### src/rtl/mldsa_params_pkg.sv
// Shared ML-DSA parameter set (ML-DSA-87 hint dimensions).
package mldsa_params_pkg;

    localparam int unsigned MLDSA_K     = 8;
    localparam int unsigned MLDSA_OMEGA = 75;

endpackage

### src/rtl/sigdecode_h_defines_pkg.sv
// Types shared by the signature h-decoder stages.
package sigdecode_h_defines_pkg;

    localparam int unsigned SDH_BYTE_W = 8;

    typedef enum logic [2:0] {
        SDH_CHK_IDLE,
        SDH_CHK_HSUM,
        SDH_CHK_IDX,
        SDH_CHK_DRAIN,
        SDH_CHK_DONE
    } sdh_chk_state_e;

endpackage

### src/rtl/sigdecode_h_check.sv
// Walks the encoded h string, flags HintBitUnpack malformations and exposes
// per-polynomial hint counts for the downstream bitmap stage.
module sigdecode_h_check
    import sigdecode_h_defines_pkg::*;
#(
    parameter int unsigned MLDSA_K     = mldsa_params_pkg::MLDSA_K,
    parameter int unsigned MLDSA_OMEGA = mldsa_params_pkg::MLDSA_OMEGA,
    parameter int unsigned RD_ADDR_W   = 7
) (
    input  logic                  clk,
    input  logic                  reset_n,
    input  logic                  zeroize,
    input  logic                  check_start,
    output logic                  hint_rd_en,
    output logic [RD_ADDR_W-1:0]  hint_rd_addr,
    input  logic [SDH_BYTE_W-1:0] hint_rd_data,
    input  logic [3:0]            poly_sel,
    output logic [SDH_BYTE_W-1:0] hintsum_o,
    output logic                  check_busy,
    output logic                  check_done,
    output logic                  sigdecode_h_error
);

    localparam int unsigned KW = (MLDSA_K > 1) ? $clog2(MLDSA_K) : 1;
    localparam int unsigned CW = RD_ADDR_W;

    typedef logic [MLDSA_K-1:0][SDH_BYTE_W-1:0] cum_t;

    sdh_chk_state_e        state_q;
    logic [CW-1:0]         cnt_q;
    logic                  rd_en_q;
    logic [CW-1:0]         rd_addr_q;
    logic                  done_q;
    logic                  err_q;
    cum_t                  cum_q;
    logic [SDH_BYTE_W-1:0] prev_q;
    logic                  rsp_valid_q;
    logic [CW-1:0]         rsp_addr_q;

    logic [MLDSA_K-1:0]    hsum_hit;
    logic                  rsp_is_hsum;
    logic                  rsp_is_idx;
    logic [SDH_BYTE_W-1:0] hsum_lo;
    logic [SDH_BYTE_W-1:0] idx_j;
    logic [SDH_BYTE_W-1:0] total;
    logic [KW-1:0]         idx_p;
    logic [SDH_BYTE_W-1:0] start_p;
    logic                  hsum_bad;
    logic                  idx_bad;
    logic                  bad;
    logic [SDH_BYTE_W-1:0] hintsum;

    // Lowest polynomial whose cumulative count exceeds j; empty polys never win.
    function automatic logic [KW-1:0] locate_poly(input cum_t c, input logic [SDH_BYTE_W-1:0] j);
        logic [KW-1:0] p;
        p = '0;
        for (int k = MLDSA_K - 1; k >= 0; k--) begin
            if (c[k] > j) p = KW'(k);
        end
        return p;
    endfunction

    always_comb begin
        logic [SDH_BYTE_W-1:0] lo;
        hsum_hit = '0;
        hsum_lo  = '0;
        lo       = '0;
        for (int k = 0; k < MLDSA_K; k++) begin
            if (rsp_valid_q && (rsp_addr_q == CW'(MLDSA_OMEGA + k))) begin
                hsum_hit[k] = 1'b1;
                hsum_lo     = lo;
            end
            lo = cum_q[k];
        end
    end

    assign rsp_is_hsum = |hsum_hit;
    assign rsp_is_idx  = rsp_valid_q && (rsp_addr_q < CW'(MLDSA_OMEGA));
    assign idx_j       = SDH_BYTE_W'(rsp_addr_q);
    assign total       = cum_q[MLDSA_K-1];
    assign idx_p       = locate_poly(cum_q, idx_j);

    always_comb begin
        logic [SDH_BYTE_W-1:0] lo;
        start_p = '0;
        lo      = '0;
        for (int k = 0; k < MLDSA_K; k++) begin
            if (idx_p == KW'(k)) start_p = lo;
            lo = cum_q[k];
        end
    end

    assign hsum_bad = rsp_is_hsum &&
                      ((hint_rd_data > SDH_BYTE_W'(MLDSA_OMEGA)) || (hint_rd_data < hsum_lo));
    // First index of each poly has no predecessor to compare against.
    assign idx_bad  = rsp_is_idx &&
                      (((idx_j < total) && (idx_j > start_p) && (hint_rd_data <= prev_q)) ||
                       ((idx_j >= total) && (hint_rd_data != '0)));
    assign bad      = hsum_bad || idx_bad;

    always_comb begin
        logic [SDH_BYTE_W-1:0] lo;
        hintsum = '0;
        lo      = '0;
        for (int k = 0; k < MLDSA_K; k++) begin
            if (int'(poly_sel) == k) hintsum = cum_q[k] - lo;
            lo = cum_q[k];
        end
    end

    always_ff @(posedge clk) begin
        if (!reset_n || zeroize) begin
            state_q     <= SDH_CHK_IDLE;
            cnt_q       <= '0;
            rd_en_q     <= 1'b0;
            rd_addr_q   <= '0;
            done_q      <= 1'b0;
            err_q       <= 1'b0;
            cum_q       <= '0;
            prev_q      <= '0;
            rsp_valid_q <= 1'b0;
            rsp_addr_q  <= '0;
        end else begin
            // A read issued in the error cycle is dropped when its byte returns.
            rsp_valid_q <= rd_en_q && !bad;
            rsp_addr_q  <= rd_addr_q;
            for (int k = 0; k < MLDSA_K; k++) begin
                if (hsum_hit[k]) cum_q[k] <= hint_rd_data;
            end
            if (rsp_is_idx) prev_q <= hint_rd_data;

            if (bad) begin
                state_q   <= SDH_CHK_DONE;
                cnt_q     <= '0;
                rd_en_q   <= 1'b0;
                rd_addr_q <= '0;
                done_q    <= 1'b1;
                err_q     <= 1'b1;
            end else begin
                case (state_q)
                    SDH_CHK_IDLE: begin
                        if (check_start) begin
                            state_q   <= SDH_CHK_HSUM;
                            cnt_q     <= '0;
                            rd_en_q   <= 1'b1;
                            rd_addr_q <= CW'(MLDSA_OMEGA);
                            err_q     <= 1'b0;
                            cum_q     <= '0;
                            prev_q    <= '0;
                        end
                    end
                    SDH_CHK_HSUM: begin
                        if (cnt_q == CW'(MLDSA_K - 1)) begin
                            state_q   <= SDH_CHK_IDX;
                            cnt_q     <= '0;
                            rd_addr_q <= '0;
                        end else begin
                            cnt_q     <= cnt_q + CW'(1);
                            rd_addr_q <= CW'(MLDSA_OMEGA) + cnt_q + CW'(1);
                        end
                    end
                    SDH_CHK_IDX: begin
                        if (cnt_q == CW'(MLDSA_OMEGA - 1)) begin
                            state_q   <= SDH_CHK_DRAIN;
                            cnt_q     <= '0;
                            rd_en_q   <= 1'b0;
                            rd_addr_q <= '0;
                        end else begin
                            cnt_q     <= cnt_q + CW'(1);
                            rd_addr_q <= cnt_q + CW'(1);
                        end
                    end
                    SDH_CHK_DRAIN: begin
                        state_q <= SDH_CHK_DONE;
                        done_q  <= 1'b1;
                    end
                    SDH_CHK_DONE: begin
                        state_q <= SDH_CHK_IDLE;
                        done_q  <= 1'b0;
                    end
                    default: begin
                        state_q <= SDH_CHK_IDLE;
                        rd_en_q <= 1'b0;
                        done_q  <= 1'b0;
                    end
                endcase
            end
        end
    end

    assign hint_rd_en        = rd_en_q;
    assign hint_rd_addr      = rd_addr_q;
    assign hintsum_o         = hintsum;
    assign check_busy        = (state_q != SDH_CHK_IDLE);
    assign check_done        = done_q;
    assign sigdecode_h_error = err_q;

endmodule
### config.mk
export PLATFORM = sky130hd
export DESIGN_NAME = sigdecode_h_check
export DESIGN_NICKNAME = d
export VERILOG_FILES = /design/src/rtl/mldsa_params_pkg.sv /design/src/rtl/sigdecode_h_defines_pkg.sv /design/src/rtl/sigdecode_h_check.sv
export SDC_FILE = /design/constraint.sdc
export NUM_CORES = 1
export LEC_CHECK = 0
export ABC_AREA = 0
export ABC_CLOCK_PERIOD_IN_PS = 6300
export BUFFER_PORTS_ARGS = -buffer_cell sky130_fd_sc_hd__clkbuf_2
export CAP_MARGIN = 25
export CELL_PAD_IN_SITES_DETAIL_PLACEMENT = 0
export CELL_PAD_IN_SITES_GLOBAL_PLACEMENT = 1
export CORE_MARGIN = 2
export CORE_UTILIZATION = 48
export CTS_CLUSTER_SIZE = 24
export DETAILED_ROUTE_END_ITERATION = 10
export PLACE_DENSITY_LB_ADDON = 0.1
export SLEW_MARGIN = 20
export SYNTH_ARGS = -nofsm -noshare
export SYNTH_HDL_FRONTEND = slang
export SYNTH_SLANG_ARGS = --single-unit
### constraint.sdc
create_clock -name clk -period 6.3 [get_ports clk]
set_input_delay 0.945 -clock clk [delete_from_list [all_inputs] [get_ports clk]]
set_output_delay 0.945 -clock clk [all_outputs]
set_load 0.05 [all_outputs]
; Word-level counts from Yosys, hierarchy flattened
; Index checks and enable logic that the tools add are counted.
; W data, S select, Z words.
[word_totals]
ramBits = 0
latchBits = 0
mem_count = 0
elab_cells = 189
ff_bits = 100
rom_bits = 0
in_bits = 16
[op_classes]
order_cmp = 15
n_div = 0
n_reduce_logical = 37
eq_ne = 35
addsub = 10
shift = 0
muxes = 73
multipliers = 0
bitwise = 1
[op_table]
columns = cell, n
row1 = $mux W8, 34
row2 = $mux W64, 3
row3 = $gt A8 B7 Y1, 8
row4 = $eq A7 B7 Y1 const B, 9
row5 = $sub A8 B8 Y8, 7
row6 = $pmux W7 S3, 2
row7 = $mux W3, 12
row8 = $mux W7, 5
row9 = $eq A4 B4 Y1 const B, 4
row10 = $eq A3 B3 Y1 const B, 5
row11 = $logic_and A1 B1 Y1, 15
row12 = $add A7 B1 Y7 const B, 2
row13 = $mux W1, 14
row14 = $eq A3 B2 Y1 const B, 4
row15 = $pmux W3 S4, 1
row16 = $ne A3 B3 Y1 const B, 3
row17 = $reduce_and A3 Y1, 3
row18 = $eq A4 B3 Y1 const B, 2
row19 = $ge A7 B8 Y1, 1
row20 = $gt A7 B8 Y1, 1
row21 = $gt A8 B7 Y1 const B, 1
row22 = $le A8 B8 Y1, 1
row23 = $lt A7 B8 Y1, 1
row24 = $lt A8 B8 Y1, 1
row25 = 21 further kinds, 32

; Longest topological paths before layout
; Gate-level depths: netlist (run 1).
[logic_depth]
word_depth = 25
depth_mapped = 22
depth_no_buf = 19

; Worst setup path before layout (run 1)
; Ideal clock, no wire load.
[synth_path]
path_type = input to output
startpoint = in poly_sel[2]
endpoint = out hintsum_o[2]
n_path_buf = 1
setup_slack_ns = 1.659
required_ns = 5.355
t_arrival_ns = 3.696
path_stages = 4
path_cell_list = clkbuf_1 -> inv_1 -> or3_1 -> o311ai_0
[synth_between]
elab_chain_cells = 9
word_cells_on_any_way = 16
cone_classes = eq/ne: 7 / mux: 8 / reduce/logical: 1
[synth_rtl]
columns = element, line
row1 = "start, declared", sigdecode_h_check.sv:17  ; input logic [3:0] poly_sel,
row2 = $logic_not A4 Y1, sigdecode_h_check.sv:106  ; if (int'(poly_sel) == k) hintsum = cum_q[k] - lo;
row3 = $mux W8 (7 in a row), sigdecode_h_check.sv:106
row4 = $mux W8 (*), sigdecode_h_check.sv:106
row5 = "end, declared", sigdecode_h_check.sv:18  ; output logic [SDH_BYTE_W-1:0] hintsum_o,
; Every way passes the cells marked *; elsewhere a longest branch is shown, timed or not.

; Worst setup path after layout (run 1)
[layout_path]
startpoint = reg rsp_addr_q[2]
endpoint = reg cum_q[6] (netlist bit)
[layout_between]
elab_chain_cells = 24
word_cells_on_any_way = 80
cone_classes = order compare: 13 / eq/ne: 15 / mux: 34 / reduce/logical: 18
[layout_rtl]
columns = element, line
row1 = "start, declared", sigdecode_h_check.sv:38  ; logic [CW-1:0] rsp_addr_q;
row2 = "start signal, assigned", sigdecode_h_check.sv:126  ; rsp_addr_q <= rd_addr_q;
row3 = $gt A8 B7 Y1, sigdecode_h_check.sv:58  ; if (c[k] > j) p = KW'(k);
row4 = $mux W3 (8 in a row), sigdecode_h_check.sv:58
row5 = $eq A3 B1 Y1, sigdecode_h_check.sv:88  ; if (idx_p == KW'(k)) start_p = lo;
row6 = $mux W8 (7 in a row), sigdecode_h_check.sv:88
row7 = $gt A7 B8 Y1, sigdecode_h_check.sv:97  ; (((idx_j < total) && (idx_j > start_p) && (hint_rd_data <= prev_q)) ||
row8 = $logic_and A1 B1 Y1 (2 in a row), sigdecode_h_check.sv:97
row9 = $logic_or A1 B1 Y1, sigdecode_h_check.sv:97
row10 = $logic_and A1 B1 Y1, sigdecode_h_check.sv:96  ; assign idx_bad = rsp_is_idx &&
row11 = $logic_or A1 B1 Y1, sigdecode_h_check.sv:99  ; assign bad = hsum_bad || idx_bad;
row12 = $mux W64 (*), sigdecode_h_check.sv:132  ; if (bad) begin
row13 = "end signal, assigned by index", sigdecode_h_check.sv:128  ; if (hsum_hit[k]) cum_q[k] <= hint_rd_data;
row14 = "end, declared", sigdecode_h_check.sv:35  ; cum_t cum_q;
; Marked as above.
; A chain may end at the register's enable or synchronous reset.

==> results.json, run 1 <==
{
  "syn_area_per_cell_um2": 8.037,
  "power_frac_seq": 0.457,
  "fp.dieW_um": 144.5,
  "syn_inst": 1179,
  "hp-class": "register to register",
  "crit_arrival_ns": 5.56,
  "swShare": 0.2834,
  "p_int_mw": 1.008,
  "antenna_found_initial": 0,
  "cts_tree": "yes",
  "synth_top_area_frac": 0.2113,
  "p_clk_frac": 0.398,
  "synth_top_family_by_area": "compound AO/OA/AOI/OAI gates",
  "yosysTopAreaCell": "dfxtp_1",
  "path_class": "register to register",
  "ant_nets": 0,
  "cp_slowest_cell": "a21oi_1",
  "max-slew-margin-rel": 0.3348,
  "grt_first_pass_wirelength_um": 46870,
  "vias": 8642,
  "ys_ff_latch": 100,
  "grt_overflow": 0,
  "cts_root_buf": "clkbuf_16",
  "synthToLayoutAreaGrowth_pct": 7.196,
  "start_util": 0.4885,
  "synthFlopType": "dfxtp_1",
  "cap_violations": 0,
  "status": "finished clean",
  "whs_path_depth": 2,
  "cts_resized": 0,
  "power_mw": 1.406,
  "synthMuxAreaShare": 0.04173,
  "gr-usage-all-layers": 0.3026,
  "holdWs_ns": 0.4668,
  "num_rows": 51,
  "wl_per_cell_um": 21.30,
  "max_stage_delay_ns": 0.62,
  "dp_hpwl_um": 23770,
  "drtIter0Drc": 549,
  "grt_pass1_vias": 8105,
  "htreeDepth": 3,
  "tns_ns": 0,
  "cp.required_ns": 6.53,
  "drc": 0,
  "yosysSeqAreaShare": 0.2113,
  "cts_sinks": 100,
  "synth_nets": 1335,
  "cts_hold_buffers": 0,
  "r2r_cells": 17,
  "antenna_cells": 0,
  "via_per_inst": 5.915,
  "synthXorXnorAreaFrac": 0.04160,
  "fmax_ghz": 0.1879,
  "core_area_mm2": 0.01940,
  "cts.path.max_buffers": 2,
  "vdd_ir_drop_max_mv": 0.1249,
  "finalCritPeriodShare": 0.8447,
  "die_h_um": 144.5,
  "nets": 1347,
  "firstDrtPassIters": 5,
  "grt_max_degree": 73,
  "io_buffers": 34,
  "finalCriticalPeriod_ns": 5.321,
  "skew_ns": 0.007306,
  "insertion_delay_ns": 0.36,
  "path_cells": "inv_1 > ha_1 > o211ai_1 > a21o_1 > a21oi_1 > nand4b_1 > o21ai_0 > o32ai_1 > ha_1 > nor2b_1 > o21a_1 > o21a_1 > o21ai_0 > a211oi_2 > o41ai_4 > buf_12 > nor2_1",
  "hold_violations": 0,
  "drive_gt1_frac": 0.1304,
  "synth_common_cells": "ha_1 (133), nand2_1 (127), dfxtp_1 (100)",
  "powerDensity_mw_per_mm2": 138.4,
  "crit_fanout": 72,
  "synth_most_common_cell": "ha_1",
  "tightestPinTransition_ns": 0.9942,
  "async_flop_share": 0,
  "combPwrFrac": 0.146,
  "ios": 35,
  "post_cts_buffers": 0,
  "synth.distinct_cells": 75,
  "dieArea_mm2": 0.02088,
  "yosys.area_share.simple": 0.2118,
  "cp-end-kind": "register",
  "numCtsBuffers": 9,
  "synthAdderAreaFrac": 0.1904,
  "wirelength_um": 31120,
  "synth.yosys.warnings": 0,
  "path_clk_slew_ns": 0.07,
  "finalSetupViolCount": 0,
  "slew_violations": 0,
  "synth_top_cells_by_area": "dfxtp_1 (21%), ha_1 (18%), nand2_1 (5.0%)",
  "grt_setup_unrepaired": "false",
  "synth-edff-count": 0,
  "leakagePower_nw": 3.666,
  "syn-cell-area_mm2": 0.009475,
  "p_sw_uw": 398.5,
  "gp_routability_congestion": 0.9820,
  "startpoint_type": "register",
  "synth_compound_area_frac": 0.2457
}
metal layers:
metal | wire length (um) | vias to the layer above | GRT usage
met4 | 875 | 0 | 0.1078
met3 | 1796 | 56 | 0.05497
met2 | 14010 | 228 | 0.4921
li1 | - | 4276 | -
met1 | 14430 | 4082 | 0.4021
met5 | 0 | - | 0
stage by stage:
step | cell area, um^2 | instances | setup slack, ns | utilization
6_report | 10160 | 1461 | 0.9786 | 0.5236
5_1_grt | 10160 | 1461 | 0.6448 | 0.5236
4_1_cts | 10160 | 1461 | 1.062 | 0.5236
3_5_place_dp | 9863 | 1445 | 1.063 | 0.5084
3_3_place_gp | 9863 | 1445 | 1.186 | 0.5084
2_1_floorplan | 9475 | 1179 | 1.659 | -
flip-flops by register name, summed over array words and instances (netlist names):
| register | cells |
|---|---|
| check_done | 1 |
| cnt_q | 7 |
| cum_q | 56 |
| hint_rd_addr | 7 |
| hint_rd_en | 1 |
| prev_q | 8 |
| rsp_addr_q | 7 |
| rsp_valid_q | 1 |
| sigdecode_h_error | 1 |
| state_q | 3 |
| total | 8 |
kinds of logic after synthesis:
| logic type | after synthesis |
|---|---|
| XOR/XNOR | 45 |
| flip-flops | 100 |
| AND/OR/NAND/NOR | 396 |
| AO/OA/AOI/OAI | 332 |
| buffers and inverters | 128 |
| multiplexers | 38 |
| adder cells (fa/ha/maj) | 140 |
power by group through the flow:
| stage | sequential [mW] | combinational, mW | clock, mW |
|---|---|---|---|
| detailed placement | 0.656 | 0.203 | 0 |
| global placement | 0.657 | 0.203 | 0 |
| floorplan | 0.664 | 0.144 | 0 |
| CTS | 0.642 | 0.204 | 0.570 |
| global route | 0.642 | 0.223 | 0.593 |
| finish | 0.642 | 0.205 | 0.559 |
worst max-delay path, delay by kind of cell (launching register included):
| family | cells | cell delay [ns] |
|---|---|---|
| fa+ha+maj | 2 | 0.72 |
| flops | 1 | 0.54 |
| simple gates | 3 | 0.60 |
| buf+inv | 2 | 0.81 |
| compound gates | 10 | 2.48 |
worst paths after layout:
check | startpoint | end | slack [ns]
setup / recovery | rsp_addr_q[2] | cum_q[6] | 0.98
hold / removal | sigdecode_h_error | sigdecode_h_error | 0.47
setup reg to reg | rsp_addr_q[2] | cum_q[6] | 0.98
hold reg to reg | sigdecode_h_error | sigdecode_h_error | 0.47
cell usage in the layout, fill, tap and decap left out, types with 13 or more instances in the layout:
master	synthesis	routed
nor2_2	21	22
a21oi_1	73	73
clkbuf_2	0	34
inv_1	81	81
mux2i_1	35	35
a21oi_2	47	47
nand4_1	14	14
nand3_1	43	43
nand2b_1	13	13
o21a_1	18	18
a22oi_1	18	18
dfxtp_1	100	100
nor3_1	16	14
nor2b_1	36	36
xor2_1	13	13
nor2_1	62	61
a21o_1	24	24
o22ai_1	17	17
xnor2_1	32	32
nand2_1	127	127
ha_1	133	133
o21ai_0	54	54
cell type report:
cell class | instances | area, um^2
Tap cell | 265 | 331.6
Clock buffer | 10 | 229.0
Fill cell | 1921 | 9241
Clock inverter | 6 | 65.06
Timing Repair Buffer | 47 | 280.3
Sequential cell | 100 | 2002
Multi-Input combinational cell | 951 | 6942
Inverter | 82 | 307.8
Power figures use the tool's default switching activity.
==> inputs of run 2 (changes only) <==
ABC_CLOCK_PERIOD_IN_PS = 4700   (was 6300)
CORE_UTILIZATION = 44   (was 48)
clock period = 4.7 ns   (was 6.3 ns; I/O delays follow)
==> run 2 against run 1 <==
  * Power up 35%
  * Highest routed layer unchanged
  * Worst setup slack worse by 0.77 ns
  * Wire length up 6.9%
  * Maximum frequency up 19%
  * Largest power group unchanged
  * Critical endpoint is now cum_q[5]
  * Largest cell class unchanged
  * Worst hold slack better by 0.011 ns
  * Via count up 5.0%
  * Combinational power up 51%
==> results.json, run 2 (synthesis results as in run 1) <==
{
  "status": "finished clean",
  "whs_path_depth": 2,
  "dp_hpwl_um": 25760,
  "cts.path.max_buffers": 2,
  "grt_first_pass_wirelength_um": 50220,
  "largest_register_ffs": 56,
  "wirelength_um": 33270,
  "vdd_ir_drop_max_mv": 0.1446,
  "startpoint_type": "register",
  "crit_fanout": 10,
  "r2r_cells": 21,
  "grt_pass1_vias": 8412,
  "path_cells": "clkinvlp_4 > buf_4 > ha_1 > a21o_1 > a211oi_1 > nand3_1 > a21oi_1 > o21ai_0 > a21oi_2 > nand2_2 > buf_4 > o32ai_1 > ha_1 > nand4_1 > o22ai_1 > or3_1 > a211oi_2 > o41ai_4 > buf_6 > clkbuf_16 > nor2_1",
  "path_clk_slew_ns": 0.07,
  "skew_ns": 0.01078,
  "holdWs_ns": 0.4780,
  "via_per_inst": 5.892,
  "crit_arrival_ns": 4.78,
  "tns_ns": 0,
  "die_h_um": 150.7,
  "final_cell_mix": "ha_1 (133), nand2_1 (127), dfxtp_1 (99)",
  "layout_commonest_cell": "ha_1",
  "wl_per_cell_um": 21.60,
  "gp_routability_congestion": 0.9390,
  "ant_nets": 0,
  "finalSetupViolCount": 0,
  "finalCritPeriodShare": 0.9551,
  "htreeDepth": 3,
  "cts_hold_buffers": 0,
  "fin_ws_ns": 0.2110,
  "dieArea_mm2": 0.02272,
  "hp-class": "register to register",
  "cts_sinks": 100,
  "antenna_cells": 0,
  "vias": 9074,
  "numCtsBuffers": 9,
  "synthToLayoutAreaGrowth_pct": 13.51,
  "drtIter0Drc": 716,
  "io_buffers": 34,
  "fmax_ghz": 0.2228,
  "path_class": "register to register",
  "fin_cells": 1540,
  "cap_violations": 0,
  "regMostFlops": "cum_q",
  "grt_max_degree": 41,
  "cts_root_buf": "clkbuf_16",
  "insertion_delay_ns": 0.36,
  "leakagePower_nw": 4.038,
  "firstDrtPassIters": 5,
  "finalCriticalPeriod_ns": 4.489,
  "dp.cells": 1517,
  "powerDensity_mw_per_mm2": 176.6,
  "max-slew-margin-rel": 0.4427,
  "grt_overflow": 0,
  "num_rows": 53,
  "cp-end-kind": "register",
  "drive_gt1_frac": 0.1842,
  "cp_slowest_cell": "dfxtp_2",
  "start_util": 0.4493,
  "fp.dieW_um": 150.7,
  "antenna_found_initial": 0,
  "ios": 35,
  "max_stage_delay_ns": 0.37,
  "core_area_mm2": 0.02109,
  "fillers": 2143,
  "nets": 1416,
  "grt_setup_unrepaired": "true",
  "drc": 0,
  "tightestPinTransition_ns": 0.8342,
  "dp_slack_ns": 0.1602,
  "hold_violations": 0,
  "cp.required_ns": 4.99,
  "slew_violations": 0,
  "gr-usage-all-layers": 0.2951,
  "cts_tree": "yes"
}
[run 2: changes by cell type in the layout (fill, tap and decap cells not counted), moves of 2 or more]
| cell | before | now |
|---|---|---|
| a21oi_1 | 73 | 71 |
| a21oi_2 | 47 | 49 |
| buf_4 | 12 | 77 |
| buf_6 | 0 | 2 |
| clkinvlp_4 | 1 | 4 |
| inv_1 | 81 | 79 |
| inv_6 | 0 | 2 |
| nor3_2 | 3 | 1 |
[run 2: layout make-up]
class,count,area [um^2],share of cell area
Timing Repair Buffer,116,835.8,0.07771
Clock buffer,9,225.2,0.02094
Inverter,82,317.8,0.02955
Clock inverter,7,57.56,0.005351
Sequential cell,100,2003,0.1862
Multi-Input combinational cell,951,6972,0.6482
Tap cell,275,344.1,0.03199
[run 2: power by group]
group	switching, mW	leakage [nW]	internal (mW)
clock network	0.364	0.134	0.367
registers	0.00637	0.807	0.852
logic	0.201	3.10	0.108
[run 2: repair_timing]
item,in CTS,in global routing
setup endpoints to repair,0,89
setup buffers,0,5
gates resized for setup,0,16
[run 2: per-stage QoR]
stage                     area, um^2    util  total power [mW]
after floorplan                 9475       -             1.083
after global placement         10350  0.4907             1.174
after detailed placement       10350  0.4907             1.174
after CTS                      10630  0.5042             1.900
after global routing           10760  0.5100             1.971
final                          10760  0.5100             1.899
[run 2: worst paths after layout]
kind                          start                 to  slack [ns]
hold / removal    sigdecode_h_error  sigdecode_h_error        0.48
hold reg to reg   sigdecode_h_error  sigdecode_h_error        0.48
setup / recovery      rsp_addr_q[4]           cum_q[5]        0.21
setup reg to reg      rsp_addr_q[4]           cum_q[5]        0.21
[run 2: layer usage]
metal / global-route usage / up-vias / share of wire
met5: 0 / - / 0
met4: 0.09486 / 0 / 0.033
met3: 0.03939 / 65 / 0.052
met2: 0.4705 / 262 / 0.45
met1: 0.4121 / 4332 / 0.47
li1: - / 4415 / -
[run 2: worst max-delay path: cells and delay by family, from the launching register on]
kind / cells / cell delay, ns
compound gates: 9 / 1.82
fa+ha+maj: 2 / 0.50
buf+inv: 5 / 0.92
flops: 1 / 0.37
simple gates: 5 / 0.79
==> inputs of run 3 (changes only) <==
ABC_CLOCK_PERIOD_IN_PS = 5300   (was 4700)
CORE_UTILIZATION = 52   (was 44)
clock period = 5.3 ns   (was 4.7 ns; I/O delays follow)
==> run 3 against run 2 <==
  * Wire length decreased by 5.8%
  * Combinational power decreased by 16%
  * Final area decreased by 3.7%
  * Clock power decreased by 12%
  * Die area decreased by 15%
  * Largest power group unchanged
  * Power decreased by 12%
  * Critical endpoint is now cum_q[4]
  * Worst hold slack got worse by 0.0027 ns
  * Via count decreased by 1.0%
==> results.json, run 3 (synthesis results as in run 1) <==
{
  "status": "finished clean",
  "fin_ws_ns": 0.2670,
  "firstDrtPassIters": 5,
  "cts_tree": "yes",
  "hp-class": "register to register",
  "dpl_cell_area_mm2": 0.01004,
  "dieArea_mm2": 0.01932,
  "swShare": 0.2922,
  "grt_max_degree": 42,
  "cts_resized": 0,
  "insertion_delay_ns": 0.36,
  "p_int_mw": 1.182,
  "ios": 35,
  "tns_ns": 0,
  "cts_root_buf": "clkbuf_16",
  "finalSetupViolCount": 0,
  "cp.required_ns": 5.54,
  "p_sw_uw": 487.8,
  "cts_sinks": 100,
  "fillers": 1718,
  "fin_cells": 1457,
  "core_area_mm2": 0.01790,
  "r2r_cells": 19,
  "tightestPinTransition_ns": 0.8037,
  "synthToLayoutAreaGrowth_pct": 9.309,
  "drtIter0Drc": 742,
  "cts.path.max_buffers": 2,
  "grt_setup_unrepaired": "false",
  "path_class": "register to register",
  "largest_register_ffs": 56,
  "drive_gt1_frac": 0.1523,
  "numCtsBuffers": 9,
  "p_clk_frac": 0.387,
  "antenna_cells": 0,
  "startpoint_type": "register",
  "path_clk_slew_ns": 0.07,
  "r2r-end": "cum_q[4]",
  "ant_nets": 0,
  "multi_input_area_mm2": 0.006937,
  "start_util": 0.5293,
  "fmax_ghz": 0.1987,
  "grt_first_pass_wirelength_um": 48440,
  "die_h_um": 139.0,
  "dp_hpwl_um": 24210,
  "max-slew-margin-rel": 0.4631,
  "gr-usage-all-layers": 0.3211,
  "slew_violations": 0,
  "skew_ns": 0.01145,
  "io_buffers": 34,
  "regMostFlops": "cum_q",
  "crit_fanout": 41,
  "dp_slack_ns": 0.1651,
  "num_rows": 49,
  "grt_pass1_vias": 8486,
  "finalCritPeriodShare": 0.9496,
  "fp.dieW_um": 139.0,
  "finalCriticalPeriod_ns": 5.033,
  "via_per_inst": 6.165,
  "layout_commonest_cell": "ha_1",
  "power_frac_seq": 0.457,
  "startpoint": "rsp_addr_q[6]",
  "cap_violations": 0,
  "antenna_found_initial": 0,
  "htreeDepth": 3,
  "nets": 1379,
  "final_cell_mix": "ha_1 (133), nand2_1 (127), dfxtp_1 (100)",
  "dp.cells": 1438,
  "crit_arrival_ns": 5.27,
  "seqCellArea_mm2": 0.002002,
  "hold_violations": 0,
  "vdd_ir_drop_max_mv": 0.1796,
  "gp_routability_congestion": 1.064,
  "drc": 0,
  "power_mw": 1.669,
  "grt_overflow": 0,
  "crit_end": "cum_q[4]",
  "powerDensity_mw_per_mm2": 161.2,
  "cp-end-kind": "register",
  "r2r_setup_slack_ns": 0.27,
  "leakagePower_nw": 3.821,
  "vias": 8983,
  "wirelength_um": 31330,
  "wl_per_cell_um": 21.51,
  "final_area_mm2": 0.01036,
  "combPwrFrac": 0.156,
  "r2r_start": "rsp_addr_q[6]"
}
-- run 3: cell types whose count changed in the layout (fill, tap and decap cells not counted), sizes merged --
cell      previous run  this run
buf                 81        45
clkinvlp             4         2
clkbuf              44        45
clkinv               2         3
inv                 83        82
-- run 3: power by group through the flow --
stage | clock, mW | sequential, mW | combinational, mW
final | 0.646 | 0.762 | 0.261
after global routing | 0.687 | 0.763 | 0.281
after detailed placement | 0 | 0.780 | 0.249
after global placement | 0 | 0.780 | 0.249
after CTS | 0.656 | 0.762 | 0.250
after floorplan | 0 | 0.789 | 0.171
-- run 3: per-stage QoR --
step,hold slack (ns),utilization
after floorplan,0.4618,-
after global placement,0.4764,0.5610
after detailed placement,0.4613,0.5610
after CTS,0.4739,0.5773
after global routing,0.4894,0.5786
final,0.4754,0.5786
-- run 3: repair_timing --
action	CTS	global route
setup endpoints to repair	0	89
hold buffers	0	0
setup buffers	0	3
-- run 3: per-layer routing --
metal | vias to the layer above | track usage | part of all wire
met1 | 4189 | 0.4419 | 0.45
met4 | 0 | 0.1350 | 0.041
met5 | - | 0 | 0
met3 | 81 | 0.05490 | 0.075
li1 | 4348 | - | -
met2 | 365 | 0.4981 | 0.44
-- run 3: worst min-delay path by stage --
stage	to	start	slack [ns]	depth (start not counted)
floorplan	total[7]	total[7]	0.46	2
global placement	sigdecode_h_error	sigdecode_h_error	0.48	2
detailed placement	sigdecode_h_error	sigdecode_h_error	0.46	2
CTS	sigdecode_h_error	sigdecode_h_error	0.47	2
global route	sigdecode_h_error	sigdecode_h_error	0.49	2
finish	sigdecode_h_error	sigdecode_h_error	0.48	2
-- run 3: final cells by class --
| class | instances | area share |
|---|---|---|
| multi-input combinational | 951 | 0.6697 |
| clock buffer | 11 | 0.02344 |
| inverter | 82 | 0.02972 |
| timing repair buffer | 79 | 0.05146 |
| clock inverter | 5 | 0.004711 |
| sequential | 100 | 0.1933 |
| tap | 229 | 0.02766 |
-- run 3: critical path, stage by stage, from the launching register on --
cell and delay (ns):
dfxtp_1 0.54, inv_1 0.23, buf_4 0.22, ha_1 0.30, nand4b_1 0.15, a21o_1 0.20, a21oi_2 0.33, nand2b_1 0.26
a31oi_1 0.19, nor2b_1 0.20, o32ai_1 0.30, ha_1 0.30, nor2b_1 0.14, o21a_1 0.16, o21a_1 0.17, o21ai_0 0.20
a211oi_2 0.14, o41ai_4 0.46, buf_12 0.33, nor2_1 0.08
